### config.mk
export PLATFORM = sky130hd
export DESIGN_NAME = time_of_day_counter
export DESIGN_NICKNAME = d
export VERILOG_FILES = /design/src/rtl/time_of_day_counter.sv
export SDC_FILE = /design/constraint.sdc
export NUM_CORES = 1
export LEC_CHECK = 0
export ABC_CLOCK_PERIOD_IN_PS = 3400
export BUFFER_PORTS_ARGS = -buffer_cell sky130_fd_sc_hd__buf_2
export CORE_AREA = 2 2 63 65
export DETAILED_ROUTE_END_ITERATION = 8
export DIE_AREA = 0 0 65 67
export PLACE_DENSITY = 0.69
export SYNTH_ARGS = -nofsm -noshare
export SYNTH_HDL_FRONTEND = slang
export SYNTH_SLANG_ARGS = --single-unit
### constraint.sdc
create_clock -name clk -period 3.4 [get_ports clk]
set_input_delay 0.17 -clock clk [delete_from_list [all_inputs] [get_ports clk]]
set_output_delay 0.17 -clock clk [all_outputs]
set_load 0.02 [all_outputs]
### src/rtl/time_of_day_counter.sv
// BCD hh:mm:ss time-of-day counter advanced by rising edges of a divided square wave
// sampled in the clk domain, with clear and per-field set mode.
module time_of_day_counter #(
    parameter int HOUR_MAX    = 23,
    parameter int SYNC_STAGES = 2
) (
    input  logic       clk,
    input  logic       rst_n,
    input  logic       tick_in,
    input  logic       run,
    input  logic       set_en,
    input  logic [1:0] set_field,
    input  logic       inc_pulse,
    input  logic       clear,
    output logic [7:0] sec_bcd,
    output logic [7:0] min_bcd,
    output logic [7:0] hour_bcd,
    output logic       sec_tick,
    output logic       rollover
);

    localparam logic [3:0] HMAX_TENS = 4'(HOUR_MAX / 10);
    localparam logic [3:0] HMAX_ONES = 4'(HOUR_MAX % 10);

    logic [SYNC_STAGES-1:0] sync_reg;
    logic                   prev_reg;
    logic                   rise_reg;

    // Field 0 = seconds, 1 = minutes, 2 = hours; each is {tens, ones}.
    logic [2:0][7:0] field_reg;
    logic [2:0][7:0] field_next;
    logic [2:0][7:0] field_inc;
    logic [2:0]      field_wrap;
    logic            sec_tick_reg;
    logic            sec_tick_next;
    logic            rollover_reg;
    logic            rollover_next;

    // Rise is registered so the count lands SYNC_STAGES+2 cycles after the input edge.
    always_ff @(posedge clk or negedge rst_n) begin
        if (!rst_n) begin
            sync_reg <= '0;
            prev_reg <= 1'b0;
            rise_reg <= 1'b0;
        end else begin
            sync_reg <= {sync_reg[SYNC_STAGES-2:0], tick_in};
            prev_reg <= sync_reg[SYNC_STAGES-1];
            rise_reg <= sync_reg[SYNC_STAGES-1] & ~prev_reg;
        end
    end

    generate
        for (genvar gi = 0; gi < 3; gi++) begin : g_field
            localparam logic [3:0] TENS_MAX = (gi == 2) ? HMAX_TENS : 4'd5;
            localparam logic [3:0] ONES_MAX = (gi == 2) ? HMAX_ONES : 4'd9;

            assign field_wrap[gi] = (field_reg[gi] == {TENS_MAX, ONES_MAX});

            always_comb begin
                field_inc[gi] = field_reg[gi];
                if (field_wrap[gi]) begin
                    field_inc[gi] = 8'h00;
                end else if (field_reg[gi][3:0] == 4'd9) begin
                    field_inc[gi] = {field_reg[gi][7:4] + 4'd1, 4'd0};
                end else begin
                    field_inc[gi] = {field_reg[gi][7:4], field_reg[gi][3:0] + 4'd1};
                end
            end
        end
    endgenerate

    always_comb begin
        field_next    = field_reg;
        sec_tick_next = 1'b0;
        rollover_next = 1'b0;
        if (clear) begin
            field_next = '0;
        end else if (set_en) begin
            if (inc_pulse) begin
                case (set_field)
                    2'b00:   field_next[0] = field_inc[0];
                    2'b01:   field_next[1] = field_inc[1];
                    2'b10:   field_next[2] = field_inc[2];
                    default: field_next    = field_reg;
                endcase
            end
        end else if (run && rise_reg) begin
            sec_tick_next = 1'b1;
            field_next[0] = field_inc[0];
            if (field_wrap[0]) begin
                field_next[1] = field_inc[1];
                if (field_wrap[1]) begin
                    field_next[2] = field_inc[2];
                    rollover_next = field_wrap[2];
                end
            end
        end
    end

    always_ff @(posedge clk or negedge rst_n) begin
        if (!rst_n) begin
            field_reg    <= '0;
            sec_tick_reg <= 1'b0;
            rollover_reg <= 1'b0;
        end else begin
            field_reg    <= field_next;
            sec_tick_reg <= sec_tick_next;
            rollover_reg <= rollover_next;
        end
    end

    assign sec_bcd  = field_reg[0];
    assign min_bcd  = field_reg[1];
    assign hour_bcd = field_reg[2];
    assign sec_tick = sec_tick_reg;
    assign rollover = rollover_reg;

endmodule

Word level (Yosys, flattened, before mapping):

Index checks and enable logic that the tools add are counted.

* add/sub/neg operators: 6
* equality and inequality tests: 12
* muxes and demuxes: 23
* bitwise logic cells: 2
* reductions and logical operators: 8

Operators by type and width (number)
* $mux 24: 4
* $mux 8: 10
* $add 4x1->4 const B: 6
* $eq 8x7->1 const B: 2
* $mux 16: 1
* $eq 4x4->1 const B: 3
* $ne 3x1->1 const B: 4
* $reduce_bool 3->1: 3
* $eq 8x6->1 const B: 1
* $mux 1: 8
* $reduce_and 5->1: 1
* $reduce_and 4->1: 1
* $reduce_and 3->1: 1
* $eq 2x1->1 const B: 1
* $eq 2x2->1 const B: 1
* $logic_not 2->1: 1
* $and 1x1->1: 1
* $logic_and 1x1->1: 1
* $not 1->1: 1

* bits in registers: 30
* input port bits: 9
* output and inout port bits: 26
* word-level logic and storage cells: 59

Logic depth before layout (Yosys ltp):

Gate-level depths: netlist of the first run.

* depth after elaboration: 8
* gate-level depth with buffers: 8
* depth with buffers taken out: 7

Least setup slack after synthesis of the first run:

Ideal clock, no wire load.

* path kind: reg2reg
* start: reg field_reg, in the netlist hour_bcd[0]
* end: reg field_reg, in the netlist hour_bcd[3]
* library setup time: 0.069 ns
* data arrival time: 1.843 ns
* data required time: 3.331 ns
* slack: 1.488 ns
* cell stages (with the launch flop): 7
* path buffers: 1
* clock period less this slack: 1.912 ns
* path through: dfrtp_1 ha_1 nor4b_1 a31o_2 buf_2 or4_1 nand3_1

* word-level cells in the longest chain between the ends: 8
* elaborated cells between the ends (all ways): 12
* those cells by class: add/sub: 1; eq/ne: 2; mux: 9

RTL lines
* start: declaration: RTL line 30 `logic [2:0][7:0] field_reg;`
* start signal: assignment: RTL line 106 `field_reg <= field_next;`
* $add 4x1->4 or $eq 4x4->1 (tied branches): RTL line 66, 63
* $mux 8: RTL line 63 `end else if (field_reg[gi][3:0] == 4'd9) begin`
* $mux 8 (*): RTL line 61 `if (field_wrap[gi]) begin`
* $mux 8: RTL line 92 `if (field_wrap[1]) begin`
* $mux 16: RTL line 90 `if (field_wrap[0]) begin`
* $mux 24: RTL line 87 `end else if (run && rise_reg) begin`
* $mux 24 (*): RTL line 78 `end else if (set_en) begin`
* $mux 24 (*): RTL line 76 `if (clear) begin`

Mark *: on every way between the ends. The rest lies on a longest branch, timed or not. The select of a mux whose other input is x is not followed.
A chain may end at the register's enable or synchronous reset.

Worst setup path in the final report of the first run:

* start: reg field_reg, in the netlist sec_bcd[1]
* end: reg field_reg, in the netlist hour_bcd[3]

* word-level cells in the longest chain between the ends: 3

RTL lines
* $eq 8x7->1: RTL line 57 `assign field_wrap[gi] = (field_reg[gi] == {TENS_MAX, ONES_MAX});`
* $reduce_bool 3->1 (no source line)
* $reduce_and 5->1 (no source line)

Every way passes these cells.

==> results of run 1 <==
## cells in the mapped netlist, drive strengths merged (4+ instances only)
master	instances
nor2	7
nand4	5
buf	4
o41ai	6
nand3b	4
nand2	20
o21ai	14
dfrtp	30
ha	12
nand3	12
inv	11
## through the flow
step / area [sq um] / utilization
6_report: 2040 / 0.567
5_1_grt: 2040 / 0.567
4_1_cts: 2040 / 0.567
3_5_place_dp: 1950 / 0.540
3_3_place_gp: 1950 / 0.540
2_1_floorplan: 1740 / -
## power by group through the flow
stage	Combinational, mW	Sequential, mW	Clock [mW]
6_report	0.362	0.516	0.261
5_1_grt	0.404	0.529	0.286
4_1_cts	0.365	0.514	0.271
3_5_place_dp	0.362	0.520	0
3_3_place_gp	0.355	0.513	0
2_1_floorplan	0.181	0.578	0
## layout make-up
| type | count | area, sq um | share of cell area |
|---|---|---|---|
| Clock buffer | 7 | 76.3 | 0.0373 |
| Multi-Input combinational cell | 123 | 926 | 0.453 |
| Inverter | 11 | 41.3 | 0.0202 |
| Sequential cell | 30 | 751 | 0.367 |
| Tap cell | 48 | 60.1 | 0.0294 |
| Timing Repair Buffer | 36 | 190 | 0.0930 |
## logic make-up after synthesis
family / count (synthesis) / synth area share
buffers and inverters: 16 / 0.0374
AND/OR/NAND/NOR: 68 / 0.238
XOR/XNOR: 2 / 0.0101
adder cells (fa/ha/maj): 12 / 0.0862
AO/OA/AOI/OAI: 39 / 0.185
flip-flops: 30 / 0.431
multiplexers: 2 / 0.0122
## metal layers
metal	wire [um]	vias up	part of all wire	track usage
li1	-	699	-	-
met1	1540	679	0.43	0.204
met2	1760	38	0.50	0.312
met3	131	12	0.037	0.0405
met4	99	0	0.028	0.104
met5	0	-	0	0
## critical path, delay by kind of cell (launching register included)
| kind | cells | cell delay [ns] |
|---|---|---|
| and+or+nand+nor | 4 | 1.04 |
| DFF | 1 | 0.41 |
| adders and majority gates | 1 | 0.21 |
| AOI/OAI and AO/OA | 1 | 0.21 |
| buffers and inverters | 1 | 0.08 |
## path summary, 6_finish.rpt
kind                                        startpoint  slack (ns)                      end
max in group asynchronous                        rst_n        2.51       prev_reg$_DFF_PN0_
worst min register to register   sync_reg[0]$_DFF_PN0_        0.35    sync_reg[1]$_DFF_PN0_
min in group asynchronous                        rst_n        0.46   min_bcd[5]$_DFFE_PN0P_
worst max register to register  sec_bcd[1]$_DFFE_PN0P_        1.39  hour_bcd[3]$_DFFE_PN0P_
worst min-delay path                               run        0.16       sec_tick$_DFF_PN0_
worst max-delay path            sec_bcd[1]$_DFFE_PN0P_        1.39  hour_bcd[3]$_DFFE_PN0P_
==> results.md, run 1 <==
* Status: finished clean
* Switching share of total power at 0.381
* Syn Std Cell Area at roughly 1700 sq um
* Crit path cell chain: inv_1, ha_1, nand3b_4, nor4_2, o21ai_2, or4_1, nand3_1
* Final slew viol count at 0
* Number of synthesized flops with an enable pin at 0
* Yosys top cell by area: dfrtp_1
* Synth top area share at 0.431
* Final Wtd Congestion at approximately 0.8
* Yosys cell types at 43
* CP max-delay cell: or4_1
* DR WL/cell at ~14 um
* Synth area leaders: dfrtp_1, ha_1, nand2_1
* Worst hold margin at 0.165 ns
* Worst vdd rail ir drop at 0.216 mV
* Commonest cells after routing, fill and taps aside: buf_2, dfrtp_1, nand2_1
* Htree depth at 2
* Worst Setup Path Type: reg -> reg
* Hold Buf Count CTS at 2
* Input/output buffers at 34
* Fin Setup TNS at 0 ns
* Post CTS Setup Buffer Count at 0
* Inst Count DP at approximately 250
* Psw at 433 uW
* Area of the die at 4360 sq um
* P_int at 705 uW
* Crit path DAT at 2.22 ns
* Initial DRC Count at 71
* Min-delay worst type: in -> reg
* Yosys reg bits at 30
* # setup viols final at 0
* Flop pwr share at 0.453
* Clock sink total at 30
* Static Leak at approximately 1.0 nW
* Most common cell after layout, fill and taps aside: buf_2
* Core Region at between 3000 and 4000 sq um
* F_max at around 0.50 GHz
* Vias in the first global route at 1,377
* Sequential area share after synthesis at 0.431
* CTS tree: built
* CTS Buffer Depth at 2
* GR Overflow Total at 0
* Worst-case reg-to-reg path depth at 7
* Post_cts resized at 0
* Share of cells above drive strength 1 at 0.266
* Max cap viols at 0
* Power density cells at 557 nW/um^2
* Routed WL at around 3.5 mm
* DPL Wire Length at around 2.5 mm
* # IOs at 35
* Site Rows at 22
* Worst-Skew Late Latency at about 0.27 ns
* Final hold vios at 0
* Setup crit end kind: register
* Gate count after technology mapping at roughly 170
* Req. time, crit path at between 3 and 4 ns
* Root buffer cell: clkbuf_8
* Largest net degree at the start of global routing at 31
* Syn-to-layout area delta at 17.4%
* Tot Pwr at between 1 and 1.5 mW
* Initial antenna violation count at 0
* First-pass GRT wire length at between 5 and 6 mm
* Async SR Flop Fraction at 1.00
* Slew headroom at 0.562
* Clock power frac at 0.229
* DIE WIDTH at between 60 and 70 um
* Startpoint Class: register
* Total CTS buffers at 5
* Clk_skew at 0.00674 ns
* Syn Nets at 190
* N_diodes at 0
* GRT Util Overall at 0.180
* Non-Filler Instances at between 200 and 300
* Combinational share of power at 0.318
* Top_reg_cell synth: dfrtp_1
* Vias post-DR at about 1.4k
* WHS Path Cells at 3
* Share of the cycle needed by the critical path after routing at 0.592
* Synth warnings at 0
* Syn avg cell area at roughly 10 sq um
* Post-DRT Antenna Nets at 0
* Worst slew pin tran at 0.657 ns
* Routed vias/inst at 5.60
* Initial Utilization at 0.483
* Slowest stage delay, CP at around 0.50 ns
* Worst setup margin at about 1.4 ns
* Worst-path clk slew at approximately 0.060 ns
* TritonRoute pass-1 iters at 4
* Pre-CTS setup slack at 1.40 ns
* RSZ-0062 raised after global routing: no
* Fill cell count at approximately 330
* Period minus WS final at around 2.0 ns
* DIE HEIGHT at approximately 67 um
* Final #Nets at roughly 230
* Worst Path Max Fanout at 15
* DRC violations left at 0
Note: power is estimated with default switching activity, not from simulation.
==> run 2, diff against run 1 <==
--- a/config.mk
+++ b/config.mk
@@ -5,7 +5,7 @@
 export SDC_FILE = /design/constraint.sdc
 export NUM_CORES = 1
 export LEC_CHECK = 0
-export ABC_CLOCK_PERIOD_IN_PS = 3400
+export ABC_CLOCK_PERIOD_IN_PS = 2000
 export BUFFER_PORTS_ARGS = -buffer_cell sky130_fd_sc_hd__buf_2
 export CORE_AREA = 2 2 63 65
 export DETAILED_ROUTE_END_ITERATION = 8
==> constraint.sdc (replaced) <==
create_clock -name clk -period 2 [get_ports clk]
set_input_delay 0.1 -clock clk [delete_from_list [all_inputs] [get_ports clk]]
set_output_delay 0.1 -clock clk [all_outputs]
set_load 0.02 [all_outputs]
==> results.md, run 2 (synthesized netlist as in run 1, its figures left out) <==
* DRC violations left at 0 (unchanged)
* Initial DRC Count at 70 (-1.4%)
* Worst-Skew Late Latency at 0.28 ns (about the same)
* Min-delay worst type: in -> reg
* Largest net degree at the start of global routing at 31 (unchanged)
* Most common cell after layout, fill and taps aside: buf_2
* Sequential cell area at 751 sq um (unchanged)
* R2r endpoint: hour_bcd[7]$_DFFE_PN0P_
* Worst Hold End: sec_tick$_DFF_PN0_
* F_max at 0.541 GHz (+8.9%)
* Non-Filler Instances at 261 (+2.4%)
* Clock sink total at 30 (unchanged)
* Initial Utilization at 0.483 (unchanged)
* Root buffer cell: clkbuf_8
* Worst Path Max Fanout at 12 (-3)
* Reg2reg start: sec_bcd[1]$_DFFE_PN0P_
* Syn-to-layout area delta at 20.8%
* Worst-case reg-to-reg path depth at 7 (unchanged)
* # setup viols final at 0 (unchanged)
* DR WL/cell at 14.0 um (+1.3%)
* Period minus WS final at 1.85 ns (-0.164 ns)
* Post CTS Setup Buffer Count at 0 (unchanged)
* DIE WIDTH at 65 um (unchanged)
* Startpoint Class: register
* N_diodes at 0 (unchanged)
* Input/output buffers at 34 (unchanged)
* Worst-path clk slew at 0.06 ns (about the same)
* # IOs at 35 (unchanged)
* First-pass GRT wire length at 6.24 mm (+4.8%)
* Vias post-DR at 1,446 (+1.3%)
* TritonRoute pass-1 iters at 4 (unchanged)
* WHS Path Cells at 3 (unchanged)
* GRT Util Overall at 0.186 (+0.00603)
* DPL Wire Length at 2.67 mm (+4.7%)
* Final Wtd Congestion at 0.801 (-0.15%)
* Setup crit end kind: register
* Static Leak at 1.06 nW (+3.6%)
* Fin Setup TNS at 0 ns (unchanged)
* Vias in the first global route at 1,380 (+0.22%)
* Post-DRT Antenna Nets at 0 (unchanged)
* Status: finished clean
* Final hold vios at 0 (unchanged)
* Core Region at 3610 sq um (unchanged)
* Req. time, crit path at 2.16 ns (-1.45 ns)
* Routed vias/inst at 5.54 (-1.1%)
* Total CTS buffers at 5 (unchanged)
* Share of the cycle needed by the critical path after routing at 0.925 (+0.332)
* Clk_skew at 0.00744 ns (+0.000701 ns)
* Fill cell count at 325 (-2.7%)
* Initial antenna violation count at 0 (unchanged)
* GR Overflow Total at 0 (unchanged)
* Worst vdd rail ir drop at 0.458 mV (+110%)
* Multi-input gate area at 932 sq um (+0.68%)
* Max cap viols at 0 (unchanged)
* Commonest cells after routing, fill and taps aside: buf_2, dfrtp_1, nand2_1
* Power density cells at 956 nW/um^2 (+72%)
* Final slew viol count at 0 (unchanged)
* RSZ-0062 raised after global routing: no
* Routed WL at 3.66 mm (+3.7%)
* Worst slew pin tran at 0.683 ns (+0.0262 ns)
* HP Start: run
* Worst Setup Path Type: reg -> reg
* Area of the die at 4360 sq um (unchanged)
* Inst Count DP at 251 (+2.0%)
* Crit path DAT at 2.01 ns (-0.21 ns)
* CTS Buffer Depth at 2 (unchanged)
* CTS tree: built
* DIE HEIGHT at 67 um (unchanged)
* Site Rows at 22 (unchanged)
* Htree depth at 2 (unchanged)
* Final #Nets at 233 (+2.2%)
* Slew headroom at 0.544 (-0.0175)
* R2r setup slk at 0.15 ns (-1.24 ns)
* Share of cells above drive strength 1 at 0.296 (+0.0301)
run 2: cell types whose count changed in the layout (fill, tap and decap cells not counted):
cell / delta
buf_4: +5
clkbuf_1: -1
clkbuf_8: +1
clkinv_2: +1
nor4b_1: -1
nor4b_2: +1
run 2: how the worst max path moves through the flow:
stage	to	slack (ns)	from	cells after the start
finish	hour_bcd[7]$_DFFE_PN0P_	0.15	sec_bcd[1]$_DFFE_PN0P_	7
global route	hour_bcd[7]$_DFFE_PN0P_	0.009	sec_bcd[1]$_DFFE_PN0P_	7
global placement	hour_bcd[5]$_DFFE_PN0P_	0.17	hour_bcd[0]$_DFFE_PN0P_	6
floorplan	hour_bcd[3]$_DFFE_PN0P_	0.09	hour_bcd[0]$_DFFE_PN0P_	6
CTS	hour_bcd[7]$_DFFE_PN0P_	0.13	sec_bcd[1]$_DFFE_PN0P_	7
detailed placement	hour_bcd[7]$_DFFE_PN0P_	0.14	sec_bcd[1]$_DFFE_PN0P_	7
run 2: critical path, cell delays in order (launching register included):
cell and delay (ns):
dfrtp_1 0.41, inv_1 0.08, ha_1 0.20, nand3b_4 0.13, nor4_2 0.29, o21ai_2 0.11
buf_4 0.18, o41ai_1 0.33
run 2: stage by stage:
step | setup WS (ns) | hold WS (ns) | power [mW] | area, sq um | utilization
after floorplan | 0.0883 | -0.196 | 1.29 | 1740 | -
after global placement | 0.169 | 0.170 | 1.49 | 1990 | 0.551
after detailed placement | 0.136 | 0.190 | 1.52 | 1990 | 0.551
after CTS | 0.126 | 0.0891 | 2.03 | 2100 | 0.582
after global routing | 0.00912 | 0.120 | 2.14 | 2100 | 0.583
final | 0.151 | 0.101 | 2.01 | 2100 | 0.583
run 2: cell type report:
class,count,share of cell area
Inverter,11,0.0196
Tap cell,48,0.0286
Sequential cell,30,0.357
Clock inverter,1,0.00238
Multi-Input combinational cell,123,0.443
Timing Repair Buffer,41,0.108
Clock buffer,7,0.0410
run 2: timing repair:
action | 4_1_cts | 5_1_grt
endpoints found under the setup margin | 0 | 1
endpoints found under the hold margin | 31 | 0
hold buffers | 2 | 0
gates resized for setup | 0 | 1
run 2: power breakdown:
| part | switching, mW | internal (mW) | total, mW |
|---|---|---|---|
| Combinational | 0.375 | 0.261 | 0.637 |
| Sequential | 0.161 | 0.713 | 0.874 |
| Clock | 0.223 | 0.277 | 0.500 |
run 2: metal layers:
layer | track usage | routed length [um] | vias up
li1 | - | - | 712
met1 | 0.229 | 1590 | 705
met2 | 0.318 | 1910 | 27
met3 | 0.0304 | 132 | 2
met4 | 0.0878 | 23 | 0
met5 | 0 | 0 | -
==> run 3, diff against run 2 <==
--- a/config.mk
+++ b/config.mk
@@ -10,7 +10,7 @@
 export CORE_AREA = 2 2 63 65
 export DETAILED_ROUTE_END_ITERATION = 8
 export DIE_AREA = 0 0 65 67
-export PLACE_DENSITY = 0.69
+export PLACE_DENSITY_LB_ADDON = 0.15
 export SYNTH_ARGS = -nofsm -noshare
 export SYNTH_HDL_FRONTEND = slang
 export SYNTH_SLANG_ARGS = --single-unit
==> results.md, run 3 (synthesized netlist as in run 1, its figures left out) <==
* Status: finished clean
* Bufs and invs on worst path at 1 (-1)
* Worst vdd rail ir drop at 0.444 mV (-3.1%)
* Post-DP Area at 1990 sq um (unchanged)
* Inst Count DP at 251 (unchanged)
* CP max-delay cell: dfrtp_1
* Max cap viols at 0 (unchanged)
* Final Cell Area at 2160 sq um (+2.8%)
* Post-DRT Antenna Nets at 0 (unchanged)
* Htree depth at 2 (unchanged)
* Clock sink total at 30 (unchanged)
* Req. time, crit path at 2.18 ns (+0.02 ns)
* Combinational share of power at 0.338 (+0.021)
* Worst-case reg-to-reg path depth at 7 (unchanged)
* Final #Nets at 236 (+1.3%)
* Power density cells at 923 nW/um^2 (-3.4%)
* Crit path DAT at 2.10 ns (+0.09 ns)
* Vias post-DR at 1,466 (+1.4%)
* Sequential cell area at 751 sq um (unchanged)
* DIE WIDTH at 65 um (unchanged)
* Most common cell after layout, fill and taps aside: buf_2
* Share of the cycle needed by the critical path after routing at 0.958 (+0.0339)
* Psw at 762 uW (+0.39%)
* Flop pwr share at 0.433 (about the same)
* GR Overflow Total at 0 (unchanged)
* Period minus WS final at 1.92 ns (+0.0677 ns)
* Min-delay worst type: in -> reg
* DRC violations left at 0 (unchanged)
* Routed vias/inst at 5.57 (+0.61%)
* WHS Path Cells at 3 (unchanged)
* Worst Hold End: sec_tick$_DFF_PN0_
* First-pass GRT wire length at 6.29 mm (+0.88%)
* Worst Setup Path Type: reg -> reg
* Final hold vios at 0 (unchanged)
* Final slew viol count at 0 (unchanged)
* Final Wtd Congestion at 0.762 (-4.9%)
* Root buffer cell: clkbuf_8
* Clk_skew at 0.00560 ns (-0.00184 ns)
* Worst-Skew Late Latency at 0.28 ns (about the same)
* Fill cell count at 324 (-0.31%)
* Worst Path Max Fanout at 6 (-6)
* P_int at 1.23 mW (-1.4%)
* Commonest cells after routing, fill and taps aside: buf_2, dfrtp_1, nand2_1
* Setup crit end kind: register
* Largest net degree at the start of global routing at 31 (unchanged)
* Initial Utilization at 0.483 (unchanged)
* Startpoint Class: register
* Initial antenna violation count at 0 (unchanged)
* Multi-input gate area at 983 sq um (+5.5%)
* Initial DRC Count at 90 (+29%)
* GRT Util Overall at 0.200 (+0.0137)
* Switching share of total power at 0.382 (+0.00431)
* Non-Filler Instances at 263 (+0.77%)
* Slowest stage delay, CP at 0.39 ns (-0.02 ns)
* Total CTS buffers at 5 (unchanged)
* R2r setup slk at 0.08 ns (-0.07 ns)
* Share of cells above drive strength 1 at 0.316 (+0.0205)
* N_diodes at 0 (unchanged)
* R2r endpoint: min_bcd[4]$_DFFE_PN0P_
* CTS tree: built
* DIE HEIGHT at 67 um (unchanged)
* CTS Buffer Depth at 2 (unchanged)
* Worst-path clk slew at 0.06 ns (about the same)
* Syn-to-layout area delta at 24.1%
* Cell family contributing the most delay on the critical path: compound AO/OA/AOI/OAI gates
* Clock power frac at 0.229 (-0.020)
* Slew headroom at 0.557 (+0.0123)
* F_max at 0.522 GHz (-3.5%)
* DR WL/cell at 14.9 um (+5.8%)
* # setup viols final at 0 (unchanged)
* Worst slew pin tran at 0.665 ns (-0.0184 ns)
* DPL Wire Length at 2.86 mm (+7.1%)
* Routed WL at 3.91 mm (+6.6%)
* # IOs at 35 (unchanged)
* Reg2reg start: sec_bcd[1]$_DFFE_PN0P_
* TritonRoute pass-1 iters at 4 (unchanged)
* Core Region at 3610 sq um (unchanged)
* Area of the die at 4360 sq um (unchanged)
* Static Leak at 1.08 nW (+2.6%)
* Crit path cell chain: inv_1, ha_2, nand3b_4, o32ai_4, o21ai_4, or3_4, o311ai_2
* Input/output buffers at 34 (unchanged)
* Vias in the first global route at 1,354 (-1.9%)
* HP Start: run
* Site Rows at 22 (unchanged)
==> run 3: area by class of cell <==
class	instances	share of cell area
multi-input combinational	123	0.455
inverter	11	0.0191
tap	48	0.0278
timing repair buffer	44	0.116
sequential	30	0.347
clock buffer	7	0.0353
==> run 3: power groups by stage <==
stage	registers (mW)	logic, mW	clock network (mW)
global placement	0.862	0.630	0
detailed placement	0.874	0.648	0
floorplan	0.983	0.308	0
global route	0.888	0.742	0.505
CTS	0.864	0.652	0.472
finish	0.864	0.675	0.457
==> run 3: worst max path at each step <==
stage                            start                       to  slack (ns)  cells past startpoint
2_1_floorplan  hour_bcd[0]$_DFFE_PN0P_  hour_bcd[3]$_DFFE_PN0P_        0.09                      6
3_3_place_gp    sec_bcd[1]$_DFFE_PN0P_  hour_bcd[3]$_DFFE_PN0P_        0.17                      7
3_5_place_dp    sec_bcd[1]$_DFFE_PN0P_  hour_bcd[3]$_DFFE_PN0P_         0.1                      7
4_1_cts         sec_bcd[5]$_DFFE_PN0P_   min_bcd[4]$_DFFE_PN0P_        0.08                      7
5_1_grt         sec_bcd[1]$_DFFE_PN0P_   sec_bcd[7]$_DFFE_PN0P_     -0.0002                      7
6_report        sec_bcd[1]$_DFFE_PN0P_   min_bcd[4]$_DFFE_PN0P_        0.08                      7
==> run 3: worst reg2reg max path: cells and delay by family (launching register included) <==
| kind | cells | cell delay (ns) |
|---|---|---|
| adders and majority gates | 1 | 0.21 |
| AOI/OAI and AO/OA | 3 | 0.65 |
| and+or+nand+nor | 2 | 0.50 |
| buffers and inverters | 1 | 0.08 |
| DFF | 1 | 0.39 |
==> run 3: what timing repair did <==
item / 4_1_cts / 5_1_grt
gates resized for setup: 0 / 10
hold endpoints to repair: 31 / 0
setup endpoints to repair: 0 / 8
hold buffers: 2 / 0
setup buffers: 0 / 3
==> run 3: metal layers <==
layer,vias to the layer above,GRT usage,share of wire
li1,714,-,-
met1,709,0.225,0.42
met2,37,0.345,0.52
met3,6,0.0557,0.038
met4,0,0.104,0.018
met5,-,0,0
==> run 3: metrics by stage <==
stage               power [mW]    TNS, ns  worst slack [ns]   util  hold WS (ns)
floorplan                 1.29          0            0.0883      -        -0.196
global placement          1.49          0             0.165  0.551         0.176
detailed placement        1.52          0            0.0988  0.551         0.179
CTS                       1.99          0            0.0824  0.577        0.0821
global route              2.13  -0.000178         -0.000178  0.600        0.0892
finish                    2.00          0            0.0831  0.600        0.0883
